--- src/rtl/uart_rx.sv ---
// -----------------------------------------------------------------------------
// uart_rx -- 8N1 serial receiver with internal baud counter.
//
// Recovers frames of 1 start bit, 8 data bits (LSB first) and 1 stop bit from
// the asynchronous rx line. A good frame updates po_data and pulses po_flag
// for one sclk cycle. A frame whose stop bit samples low pulses frame_err and
// leaves po_data untouched.
//
// Parameters:
//   CLK_FREQ  sclk frequency in Hz
//   BAUD      line bit rate; CLK_FREQ/BAUD must be >= 8
//
// Ports:
//   sclk       in   system clock, all logic on posedge
//   rst_n      in   asynchronous active-low reset
//   rx         in   asynchronous serial line, idle high
//   po_data    out  [7:0] last validly received byte
//   po_flag    out  one-cycle strobe, po_data updated this cycle
//   frame_err  out  one-cycle strobe, stop bit low and byte discarded
//   rx_busy    out  high while a frame is being received
//
// Build option:
//   UART_RX_MAJORITY_EN  when defined, each bit decision is a 2-of-3 vote of
//                        rx_s at BAUD_HALF-1, BAUD_HALF and BAUD_HALF+1, taken
//                        at BAUD_HALF+1 (po_flag one sclk later than default).
//                        When undefined, a single sample at BAUD_HALF is used.
// -----------------------------------------------------------------------------
module uart_rx #(
  parameter int CLK_FREQ = 50_000_000,
  parameter int BAUD     = 9600
) (
  input  logic       sclk,
  input  logic       rst_n,
  input  logic       rx,
  output logic [7:0] po_data,
  output logic       po_flag,
  output logic       frame_err,
  output logic       rx_busy
);

  localparam int BAUD_CNT_MAX = CLK_FREQ / BAUD;
  localparam int BAUD_HALF    = BAUD_CNT_MAX / 2;
  localparam int CW           = $clog2(BAUD_CNT_MAX);

  localparam logic [CW-1:0] CNT_LAST = CW'(BAUD_CNT_MAX - 1);
`ifdef UART_RX_MAJORITY_EN
  localparam logic [CW-1:0] CNT_VOTE0 = CW'(BAUD_HALF - 1);
  localparam logic [CW-1:0] CNT_VOTE1 = CW'(BAUD_HALF);
  localparam logic [CW-1:0] CNT_DECIDE = CW'(BAUD_HALF + 1);
`else
  localparam logic [CW-1:0] CNT_DECIDE = CW'(BAUD_HALF);
`endif

  if (BAUD_CNT_MAX < 8) begin : g_bad_baud
    $error("uart_rx: CLK_FREQ/BAUD must be at least 8");
  end

  typedef enum logic [1:0] {
    IDLE  = 2'd0,
    START = 2'd1,
    DATA  = 2'd2,
    STOP  = 2'd3
  } state_t;

  state_t        state_q, state_d;
  logic [CW-1:0] baud_cnt_q, baud_cnt_d;
  logic [3:0]    bit_cnt_q, bit_cnt_d;
  logic [7:0]    shift_q, shift_d;
  logic [7:0]    po_data_q, po_data_d;
  logic          po_flag_q, po_flag_d;
  logic          frame_err_q, frame_err_d;

  // Two flops resynchronise rx; the third delays rx_s for edge detection.
  // All three reset high so releasing reset never looks like a start edge.
  logic rx_m_q, rx_s_q, rx_d_q;
  logic fall;

  logic baud_wrap;
  logic sample_hit;
  logic sample_bit;

  always_ff @(posedge sclk or negedge rst_n) begin
    if (!rst_n) begin
      rx_m_q <= 1'b1;
      rx_s_q <= 1'b1;
      rx_d_q <= 1'b1;
    end else begin
      // NOTE: non-blocking assignments make each flop capture the previous
      // stage's old value, forming a real 3-stage pipeline.
      rx_m_q <= rx;
      rx_s_q <= rx_m_q;
      rx_d_q <= rx_s_q;
    end
  end

  assign fall      = rx_d_q & ~rx_s_q;
  assign baud_wrap = (baud_cnt_q == CNT_LAST);

`ifdef UART_RX_MAJORITY_EN
  // The first two votes are held here; the third is rx_s at the decision tick.
  logic vote0_q, vote1_q;

  always_ff @(posedge sclk or negedge rst_n) begin
    if (!rst_n) begin
      vote0_q <= 1'b1;
      vote1_q <= 1'b1;
    end else begin
      if (baud_cnt_q == CNT_VOTE0) vote0_q <= rx_s_q;
      if (baud_cnt_q == CNT_VOTE1) vote1_q <= rx_s_q;
    end
  end

  assign sample_hit = (baud_cnt_q == CNT_DECIDE);
  assign sample_bit = (vote0_q & vote1_q) | (vote0_q & rx_s_q) | (vote1_q & rx_s_q);
`else
  assign sample_hit = (baud_cnt_q == CNT_DECIDE);
  assign sample_bit = rx_s_q;
`endif

  always_comb begin
    // NOTE: every variable gets a default before the case so that no path
    // leaves one unassigned, which would otherwise infer a latch.
    state_d     = state_q;
    baud_cnt_d  = baud_cnt_q;
    bit_cnt_d   = bit_cnt_q;
    shift_d     = shift_q;
    po_data_d   = po_data_q;
    po_flag_d   = 1'b0;
    frame_err_d = 1'b0;

    if (state_q == IDLE) begin
      baud_cnt_d = '0;
      bit_cnt_d  = '0;
      if (fall) state_d = START;
    end else begin
      baud_cnt_d = baud_wrap ? '0 : baud_cnt_q + CW'(1);
      unique case (state_q)
        START: begin
          if (sample_hit && sample_bit) begin
            // Line went back high by mid start bit: treat as a glitch.
            state_d    = IDLE;
            baud_cnt_d = '0;
            bit_cnt_d  = '0;
          end else if (baud_wrap) begin
            state_d   = DATA;
            bit_cnt_d = 4'd1;
          end
        end
        DATA: begin
          if (sample_hit) shift_d = {sample_bit, shift_q[7:1]};
          if (baud_wrap) begin
            bit_cnt_d = bit_cnt_q + 4'd1;
            if (bit_cnt_q == 4'd8) state_d = STOP;
          end
        end
        STOP: begin
          // Leave half a bit early so a back-to-back start edge is seen.
          if (sample_hit) begin
            state_d    = IDLE;
            baud_cnt_d = '0;
            bit_cnt_d  = '0;
            if (sample_bit) begin
              po_data_d = shift_q;
              po_flag_d = 1'b1;
            end else begin
              frame_err_d = 1'b1;
            end
          end
        end
        default: state_d = IDLE;
      endcase
    end
  end

  always_ff @(posedge sclk or negedge rst_n) begin
    if (!rst_n) begin
      state_q     <= IDLE;
      baud_cnt_q  <= '0;
      bit_cnt_q   <= '0;
      shift_q     <= '0;
      po_data_q   <= '0;
      po_flag_q   <= 1'b0;
      frame_err_q <= 1'b0;
    end else begin
      state_q     <= state_d;
      baud_cnt_q  <= baud_cnt_d;
      bit_cnt_q   <= bit_cnt_d;
      shift_q     <= shift_d;
      po_data_q   <= po_data_d;
      po_flag_q   <= po_flag_d;
      frame_err_q <= frame_err_d;
    end
  end

  assign po_data   = po_data_q;
  assign po_flag   = po_flag_q;
  assign frame_err = frame_err_q;
  assign rx_busy   = (state_q != IDLE);

endmodule

--- config.mk ---
export PLATFORM = sky130hd
export DESIGN_NAME = uart_rx
export DESIGN_NICKNAME = d
export VERILOG_FILES = /design/src/rtl/uart_rx.sv
export SDC_FILE = /design/constraint.sdc
export NUM_CORES = 1
export LEC_CHECK = 0
export BUFFER_PORTS_ARGS = -buffer_cell sky130_fd_sc_hd__buf_2
export CAP_MARGIN = 30
export CORE_AREA = 2 2 79 81
export CTS_BUF_LIST = sky130_fd_sc_hd__clkbuf_2
export DETAILED_ROUTE_END_ITERATION = 10
export DIE_AREA = 0 0 81 83
export HOLD_SLACK_MARGIN = 0.06
export MAX_ROUTING_LAYER = met4
export SLEW_MARGIN = 5
export SYNTH_ARGS = -nofsm -noshare
export SYNTH_HDL_FRONTEND = slang
export SYNTH_SLANG_ARGS = --single-unit
--- constraint.sdc ---
create_clock -name sclk -period 4.1 [get_ports sclk]
set_input_delay 0.82 -clock sclk [delete_from_list [all_inputs] [get_ports sclk]]
set_output_delay 0.82 -clock sclk [all_outputs]
set_load 0.02 [all_outputs]
==> metrics.txt, run 1 <==
status finished, final reports clean; final slew viol count 0; maxcap violations 0; post-synthesis cell type count 41; Core ar. 0.005816 mm²; CP Capture Type primary output; clock share of power 0.254; CP Launch Type flip-flop; vias per std cell 4.778; port buffer count 13; # rows 28; DR WL/cell 13.24 µm; reg2reg start baud_cnt_q[0]; ant diodes 0; commonest non-fill, non-tap cell in the layout dfrtp_1; syn_nets 186; power share of the combinational group 0.285; Cell Area, Synth 0.001972 mm²; Multi-input gate area 908.4 µm²; Switching Fraction 0.3549; Storage cell area 0.001005 mm²; pin count of the biggest net entering global routing 41; Slew @ Worst Pin 0.9095 ns; CTS clk-pin slew, worst paths 0.23 ns; R2R Path End baud_cnt_q[4]; clk_lat worst skew 0.42 ns; Via Count 1271; CTS buffer count 5; DRT iter0 DRCs 85; CP max-delay cell dfrtp_1; final hold violation count 0; sequential area share after synthesis 0.5095; DRC violations left 0; FMAX 398.7 MHz; Post-Route WL 3523 µm; hold depth 0; Pre-antenna DRT Iters 3; minimum clock period 2.508 ns; first-pass GRT wire length 6175 µm; Post-CTS Resized 0; Fillers 589; gr usage total 0.1232; R2R setup slack 1.96 ns; chip width 81 µm; syn_area_per_cell 11.33 µm²; CTS tree yes; critical-path cell list inv_1, ha_1, inv_1, buf_2; highest-count cells in the layout ignoring fill and taps dfrtp_1 (37), nor2_1 (20), mux2_2 (18); layout cells sized above 1 0.2618; Mapped Cells 174; Sequential Power Share 0.460; vias in the first global route 1258; Post-synth EDFFs 0; fin nets 202; Post-CTS Setup Repair Bufs 0; initial antenna violation count 0; Hold Startpoint rx_m_q; WHS Endpoint rx_s_q; CTS sink cnt 40; die area 0.006723 mm²; dpl hpwl 2443 µm; setup tns final 0 ns; crit path DAT 1.69 ns; post-layout util 0.3756; critical-path maximum fanout 8; fin crit share 0.6118; HP Class reg2reg; worst stage delay on the critical path 0.49 ns; Worst Skew 0.008269 ns; Seq cells post-synth 40; NetSw 0.3517 mW; top_reg_cell synth dfrtp_1; RSZ-0062 raised after global routing no; initial core utilization 0.3391; H-tree depth 2; Syn-to-layout area delta 10.79%; total power 0.9909 mW; cell internal pwr 0.6392 mW; Async SR Flop Fraction 1.000; crit path kind reg2out; PwrDens 453.6 mW/mm²; io pins 14; GP Congestion 0.7713; Synth Warn # 0; gr ovfl total 0; Leak 1.013 nW; cts hold-fix bufs 0; Root Buffer clkbuf_2; Slew HR 0.3896; CP required 3.28 ns; maximum VDD drop 142.9 µV; worst r2r path cells 6; die height 83 µm; most common cell type on the critical path inv_1; Setup-failing EPs final 0; ANT nets after route 0; clock buffer depth 2
==> sequential cells by signal, summed over array words and instances (netlist names) <==
| register | cells |
|---|---|
| baud_cnt_q | 13 |
| bit_cnt_q | 4 |
| frame_err | 1 |
| po_data | 8 |
| po_flag | 1 |
| rx_d_q | 1 |
| rx_m_q | 1 |
| rx_s_q | 1 |
| shift_q | 8 |
| state_q | 2 |
==> power by group through the flow <==
stage / logic, mW / registers (mW) / clock network [mW]
2_1_floorplan: 0.224 / 0.455 / 0
3_3_place_gp: 0.286 / 0.461 / 0
3_5_place_dp: 0.284 / 0.464 / 0
4_1_cts: 0.287 / 0.456 / 0.261
5_1_grt: 0.323 / 0.461 / 0.281
6_report: 0.283 / 0.456 / 0.252
==> synth_stat cells (2+ instances only) <==
library cell	n	area share
dfrtp_1	37	0.47
nor2_1	20	0.038
mux2_2	18	0.10
inv_1	11	0.021
nand2_1	10	0.019
ha_1	9	0.057
nand3_1	6	0.015
xnor2_1	6	0.027
xor2_1	5	0.022
nor4b_1	4	0.018
a21oi_1	3	0.0076
and4bb_2	3	0.019
dfstp_2	3	0.040
nand4_1	3	0.0095
a22oi_1	2	0.0076
and3_1	2	0.0063
buf_2	2	0.0051
clkbuf_1	2	0.0038
mux2i_1	2	0.010
nor2b_1	2	0.0063
nor3_1	2	0.0051
nor3b_1	2	0.0076
o21ai_0	2	0.0051
==> stage by stage <==
stage,std cells,hold slack (ns),area [µm²],setup slack [ns]
3_5_place_dp,258,0.3481,2113,1.968
4_1_cts,266,0.3767,2185,1.577
2_1_floorplan,174,0.3452,1972,2.182
5_1_grt,266,0.3792,2185,1.448
3_3_place_gp,258,0.3473,2113,1.973
6_report,266,0.3732,2185,1.592
==> area by class of cell <==
class,count,share of cell area
Sequential cell,40,0.4599
Inverter,11,0.01890
Timing Repair Buffer,13,0.02978
Clock buffer,5,0.01145
Clock inverter,3,0.02119
Multi-Input combinational cell,119,0.4158
Tap cell,75,0.04296
==> metal layers <==
metal | vias to the layer above | track usage | routed length [µm]
met5 | - | - | 0
met4 | 0 | 0.05085 | 73
met3 | 5 | 0.03696 | 103
met2 | 12 | 0.1713 | 1586
met1 | 617 | 0.1667 | 1759
li1 | 637 | - | -
==> worst max path at each step <==
stage                       start            end
finish                 state_q[1]        rx_busy
global placement       state_q[0]   bit_cnt_q[3]
floorplan              state_q[0]   bit_cnt_q[3]
detailed placement  baud_cnt_q[0]  baud_cnt_q[9]
CTS                    state_q[1]        rx_busy
global route           state_q[1]        rx_busy
==> worst max-delay path: cells and delay by family, from the launching register on <==
kind                     cells  cell delay (ns)
buffers and inverters        3             0.43
flip-flops                   1             0.49
adder cells (fa/ha/maj)      1             0.34
==> cell families after synthesis <==
family | share of synthesized area
AO/OA/AOI/OAI | 0.05647
XOR/XNOR | 0.04886
adder cells (fa/ha/maj) | 0.05711
buffers and inverters | 0.02982
flip-flops | 0.5095
multiplexers | 0.1129
AND/OR/NAND/NOR | 0.1853
Power figures use the tool's default switching activity.
==> run 2, diff against run 1 <==
--- a/config.mk
+++ b/config.mk
@@ -5,12 +5,13 @@
 export SDC_FILE = /design/constraint.sdc
 export NUM_CORES = 1
 export LEC_CHECK = 0
+export ABC_AREA = 1
 export BUFFER_PORTS_ARGS = -buffer_cell sky130_fd_sc_hd__buf_2
 export CAP_MARGIN = 30
-export CORE_AREA = 2 2 79 81
+export CORE_AREA = 2 2 81 83
 export CTS_BUF_LIST = sky130_fd_sc_hd__clkbuf_2
 export DETAILED_ROUTE_END_ITERATION = 10
-export DIE_AREA = 0 0 81 83
+export DIE_AREA = 0 0 83 85
 export HOLD_SLACK_MARGIN = 0.06
 export MAX_ROUTING_LAYER = met4
 export SLEW_MARGIN = 5
==> constraint.sdc (replaced) <==
create_clock -name sclk -period 2.49 [get_ports sclk]
set_input_delay 0.498 -clock sclk [delete_from_list [all_inputs] [get_ports sclk]]
set_output_delay 0.498 -clock sclk [all_outputs]
set_load 0.02 [all_outputs]
==> run 2 against run 1 <==
Sequential power up 64%. Synthesized area up 6.6%. Cell count up 30%. Critical endpoint unchanged.
==> metrics.txt, run 2 <==
GP Congestion 0.8386 (+8.7%); Pre-antenna DRT Iters 4 (+1); pin count of the biggest net entering global routing 41 (unchanged); most common cell in the netlist nand2_1; FMAX 454.4 MHz; Cell Area, Synth 0.002102 mm² (+6.6%); setup tns final 0 ns (unchanged); CTS clk-pin slew, worst paths 0.22 ns (about the same); Synth Warn # 0 (unchanged); Sequential Power Share 0.479 (+0.019); Slew @ Worst Pin 0.4648 ns (-0.4447 ns); chip width 83 µm (+2.5%); most common cell type on the critical path inv_1; post-layout util 0.3710 (-0.004602); GRT met1 Usage 0.1457 (-0.02101); Post-CTS Resized 0 (unchanged); NetSw 0.6362 mW (+81%); DR WL/cell 10.93 µm (-17%); PwrDens 676.2 mW/mm² (+49%); Critical path buffers and inverters 3 (unchanged); Root Buffer clkbuf_2; Synth area leader dfrtp_1; HP Class in2reg; clock buffer depth 2 (unchanged); H-tree depth 2 (unchanged); fin nets 280 (+39%); Biggest register baud_cnt_q; Mapped Cells 250 (+44%); vias per std cell 4.538 (-5.0%); R2R setup slack 0.59 ns (-1.37 ns); clk_lat worst skew 0.40 ns (-0.02 ns); crit path DAT 1.70 ns (about the same); Hold Startpoint rx; syn_nets 262 (+41%); worst r2r path cells 9 (+3); gr usage total 0.1199 (-0.003288); crit path kind reg2out; Top delay family on crit path buffers and inverters; Via Count 1570 (+24%); DRT iter0 DRCs 59 (-31%); top_reg_cell synth dfrtp_1; initial antenna violation count 0 (unchanged); Core ar. 0.006205 mm² (+6.7%); die height 85 µm (+2.4%); WHS Endpoint rx_m_q; maximum VDD drop 322.8 µV (+130%); Most Used Layer, Global Route met2; CP max-delay cell dfrtp_1; Syn-to-layout area delta 9.524%; worst stage delay on the critical path 0.46 ns (-0.03 ns); Post-Route WL 3782 µm (+7.4%); grt met2 use 0.1928 (+0.02152); first-pass GRT wire length 6651 µm (+7.7%); hold depth 1 (+1); ant diodes 0 (unchanged); vias in the first global route 1506 (+20%); Setup-failing EPs final 0 (unchanged); dpl hpwl 2717 µm (+11%); cell internal pwr 0.9205 mW (+44%); Placed Cells 336 (+30%); critical-path maximum fanout 8 (unchanged); ANT nets after route 0 (unchanged); power share of the combinational group 0.331 (+0.046); RSZ-0062 raised after global routing no; reg2reg start state_q[0]; minimum clock period 2.201 ns; final hold violation count 0 (unchanged); most instantiated cells after synthesis nand2_1 (66), dfrtp_1 (37), inv_1 (34); Post-synth EDFFs 0 (unchanged); critical-path cell list inv_1, ha_1, inv_1, buf_2; Leak 1.102 nW (+8.8%); maxcap violations 0 (unchanged); R2R Path End bit_cnt_q[2]; initial core utilization 0.3388 (about the same); final slew viol count 0 (unchanged); status finished, final reports clean; CTS buffer count 5 (unchanged); DRC violations left 0 (unchanged); layout cells sized above 1 0.1970 (-0.06475); non-filler cells, final 346 (+30%); Seq cells post-synth 40 (unchanged); gr ovfl total 0 (unchanged); commonest non-fill, non-tap cell in the layout nand2_1; Worst Setup SP state_q[0]; clock share of power 0.190 (-0.064); post-synthesis cell type count 25 (-39%); fin crit share 0.8838; highest-count cells in the layout ignoring fill and taps nand2_1 (66), dfrtp_1 (37), inv_1 (34); io pins 14 (unchanged); synth top area cells dfrtp_1 (44%), nand2_1 (12%), o21ai_2 (6.3%); Fillers 642 (+9.0%); CTS sink cnt 40 (unchanged); Worst Skew 0.01056 ns (+0.002289 ns); port buffer count 13 (unchanged); sequential area share after synthesis 0.4780 (-0.03154); CP required 1.99 ns (-1.29 ns); syn_area_per_cell 8.408 µm² (-26%); die area 0.007055 mm² (+4.9%); Async SR Flop Fraction 1.000 (unchanged); CTS tree yes; CP Launch Type flip-flop; top cell type's share of synthesized area 0.4405 (-0.02907); Slew HR 0.6878 (+0.2982); GR Util met3 0.03113 (-0.005828); Switching Fraction 0.4087 (+0.05376); # rows 29 (+3.6%); max reg flops 13 (unchanged); CP Capture Type primary output
run 2: cell count changes after synthesis, sizes merged, moves of 9 or more:
cell / delta
nand2: +58
o21ai: +11
nor3: +10
mux2: -18
inv: +26
nand3: +9
run 2: logic make-up (layout without fill, tap and decap cells):
logic type               after synthesis  after routing  share of synthesized area
adder cells (fa/ha/maj)                9              9                    0.05357
flip-flops                            40             40                     0.4780
AO/OA/AOI/OAI                         19             19                    0.07381
buffers and inverters                 43             62                    0.08690
AND/OR/NAND/NOR                      130            130                     0.2702
XOR/XNOR                               9              9                    0.03750
run 2: layout make-up:
cell class,count,area [µm²],area share
Clock buffer,5,25.02,0.01087
Clock inverter,3,18.77,0.008152
Inverter,39,147.6,0.06413
Multi-Input combinational cell,167,914.6,0.3973
Sequential cell,40,1005,0.4364
Tap cell,77,96.34,0.04185
Timing Repair Buffer,15,95.09,0.04130
run 2: how the worst max path moves through the flow:
stage                         endpoint  cells after the start  slack [ns]
after floorplan             po_data[5]                     10        0.81
after global placement    bit_cnt_q[1]                      9        0.60
after detailed placement  bit_cnt_q[2]                      9        0.61
after CTS                      rx_busy                      4        0.26
after global routing           rx_busy                      4        0.18
final                          rx_busy                      4        0.29
run 2: timing repair:
action                    4_1_cts  5_1_grt
setup buffers                   0        0
hold buffers                    0        1
hold endpoints to repair        0        7
run 2: through the flow:
stage | hold WS [ns] | worst slack [ns] | area (µm²) | power (mW)
global route | 0.1115 | 0.1782 | 2302 | 1.704
global placement | 0.3463 | 0.5952 | 2228 | 1.267
finish | 0.1520 | 0.2894 | 2302 | 1.557
detailed placement | 0.3493 | 0.6131 | 2228 | 1.271
CTS | 0.1298 | 0.2597 | 2272 | 1.574
floorplan | 0.2024 | 0.8073 | 2102 | 1.149
run 2: power groups by stage:
| stage | logic (mW) | clock network (mW) | registers [mW] |
|---|---|---|---|
| 4_1_cts | 0.514 | 0.314 | 0.746 |
| 3_3_place_gp | 0.511 | 0 | 0.755 |
| 5_1_grt | 0.603 | 0.345 | 0.756 |
| 3_5_place_dp | 0.515 | 0 | 0.756 |
| 2_1_floorplan | 0.404 | 0 | 0.745 |
| 6_report | 0.515 | 0.296 | 0.746 |
run 2: metal layers:
| layer | share of wire | vias to the layer above |
|---|---|---|
| li1 | - | 813 |
| met1 | 0.51 | 726 |
| met2 | 0.44 | 26 |
| met3 | 0.033 | 5 |
| met4 | 0.015 | 0 |
| met5 | 0 | - |
==> run 3, diff against run 2 <==
==> constraint.sdc (replaced) <==
create_clock -name sclk -period 2.65 [get_ports sclk]
set_input_delay 0.53 -clock sclk [delete_from_list [all_inputs] [get_ports sclk]]
set_output_delay 0.53 -clock sclk [all_outputs]
set_load 0.02 [all_outputs]
==> run 3 against run 2 <==
Combinational power is 6.2% lower. Critical path type unchanged. Critical path depth stayed put. Die area stayed put.
==> metrics.txt, run 3 (synthesis gave the netlist of run 2 again) <==
status finished, final reports clean; maximum VDD drop 300.2 µV (-7.0%); H-tree depth 2 (unchanged); dpl hpwl 2686 µm (-1.1%); maxcap violations 0 (unchanged); CP Capture Type primary output; final slew viol count 0 (unchanged); GP Congestion 0.8385 (about the same); clk_lat worst skew 0.40 ns (about the same); vias per std cell 4.474 (-1.4%); ANT nets after route 0 (unchanged); highest-count cells in the layout ignoring fill and taps nand2_1 (66), dfrtp_1 (37), inv_1 (34); PwrDens 634.8 mW/mm² (-6.1%); layout cells sized above 1 0.1970 (unchanged); Area after DPL 0.002228 mm² (unchanged); CTS sink cnt 40 (unchanged); fin nets 280 (unchanged); HP Class in2reg; CP required 2.12 ns (+0.13 ns); Post-Route WL 3680 µm (-2.7%); Root Buffer clkbuf_2; final hold violation count 0 (unchanged); worst setup margin 0.4301 ns (+0.1407 ns); CP Launch Type flip-flop; io pins 14 (unchanged); Pre-antenna DRT Iters 4 (unchanged); Syn-to-layout area delta 9.524% (unchanged); first-pass GRT wire length 6665 µm (+0.21%); total power 1.461 mW (-6.1%); DR WL/cell 10.64 µm (-2.7%); crit path DAT 1.69 ns (about the same); max reg flops 13 (unchanged); port buffer count 13 (unchanged); CTS buffer count 5 (unchanged); Slew @ Worst Pin 0.4743 ns (+0.009510 ns); Slew HR 0.6814 (-0.006389); Place WS 0.7834 ns (+0.1703 ns); Via Count 1548 (-1.4%); vias in the first global route 1520 (+0.93%); Leak 1.102 nW (unchanged); critical-path maximum fanout 8 (unchanged); Core ar. 0.006205 mm² (unchanged); CTS tree yes; minimum clock period 2.220 ns; die area 0.007055 mm² (unchanged); commonest non-fill, non-tap cell in the layout nand2_1; gr usage total 0.1202 (+0.0002896); clock buffer depth 2 (unchanged); die height 85 µm (unchanged); DRT iter0 DRCs 48 (-19%); gr ovfl total 0 (unchanged); # rows 29 (unchanged); R2R setup slack 0.73 ns (+0.14 ns); pin count of the biggest net entering global routing 41 (unchanged); Biggest register baud_cnt_q; chip width 83 µm (unchanged); DRC violations left 0 (unchanged); initial core utilization 0.3388 (unchanged); RSZ-0062 raised after global routing no; ant diodes 0 (unchanged); fin area 0.002302 mm² (unchanged); Fillers 643 (+0.16%); initial antenna violation count 0 (unchanged); setup tns final 0 ns (unchanged); CTS clk-pin slew, worst paths 0.22 ns (about the same); Setup-failing EPs final 0 (unchanged); crit path kind reg2out; Worst Skew 0.01128 ns (+0.0007267 ns); FMAX 450.5 MHz; fin crit share 0.8377
==> run 3: cell counts in the layout (fill, tap and decap cells not counted) <==
No cell type changed its count.
==> run 3: power by group <==
group          leakage [nW]  switching, mW  internal, mW
clock network        0.0327          0.214        0.0641
registers             0.543         0.0454         0.655
logic                 0.527          0.338         0.146
==> run 3: metal layers <==
metal / track usage / share of wire
met5: - / 0
met2: 0.1891 / 0.44
met3: 0.03113 / 0.033
met1: 0.1484 / 0.51
met4: 0.04769 / 0.019
==> run 3: through the flow <==
step                hold WS [ns]  utilization  cells
detailed placement        0.3493       0.3591    336
global route              0.1450       0.3710    346
finish                    0.1888       0.3710    346
floorplan                 0.2344            -    250
global placement          0.3463       0.3591    336
CTS                       0.1597       0.3662    344
==> run 3: final cells by class <==
class	count	area (µm²)	share of cell area
flip-flops and latches	40	1005	0.4364
repair buffers	15	95.09	0.04130
well taps	77	96.34	0.04185
clock inverters	3	18.77	0.008152
clock buffers	5	25.02	0.01087
inverters	39	147.6	0.06413
multi-input cells	167	914.6	0.3973
==> run 3: path summary, 6_finish.rpt <==
check | end | cells after the start | start
max | rx_busy | 4 | state_q[0]
min reg2reg | rx_s_q | 0 | rx_m_q
min in group asynchronous | state_q[0] | 2 | rst_n
max reg2reg | bit_cnt_q[1] | 9 | state_q[0]
max in group asynchronous | rx_s_q | 3 | rst_n
min | rx_m_q | 1 | rx
==> run 3: worst max-delay path: stages (launching register included) <==
cell	delay, ns
dfrtp_1	0.46
inv_1	0.12
ha_1	0.33
inv_1	0.18
buf_2	0.20
==> run 3: repair_timing <==
item                                   CTS  global route
endpoints found under the hold margin    0            12
gates resized for setup                  0             0
buffers inserted                         0             0
hold buffers                             0             1
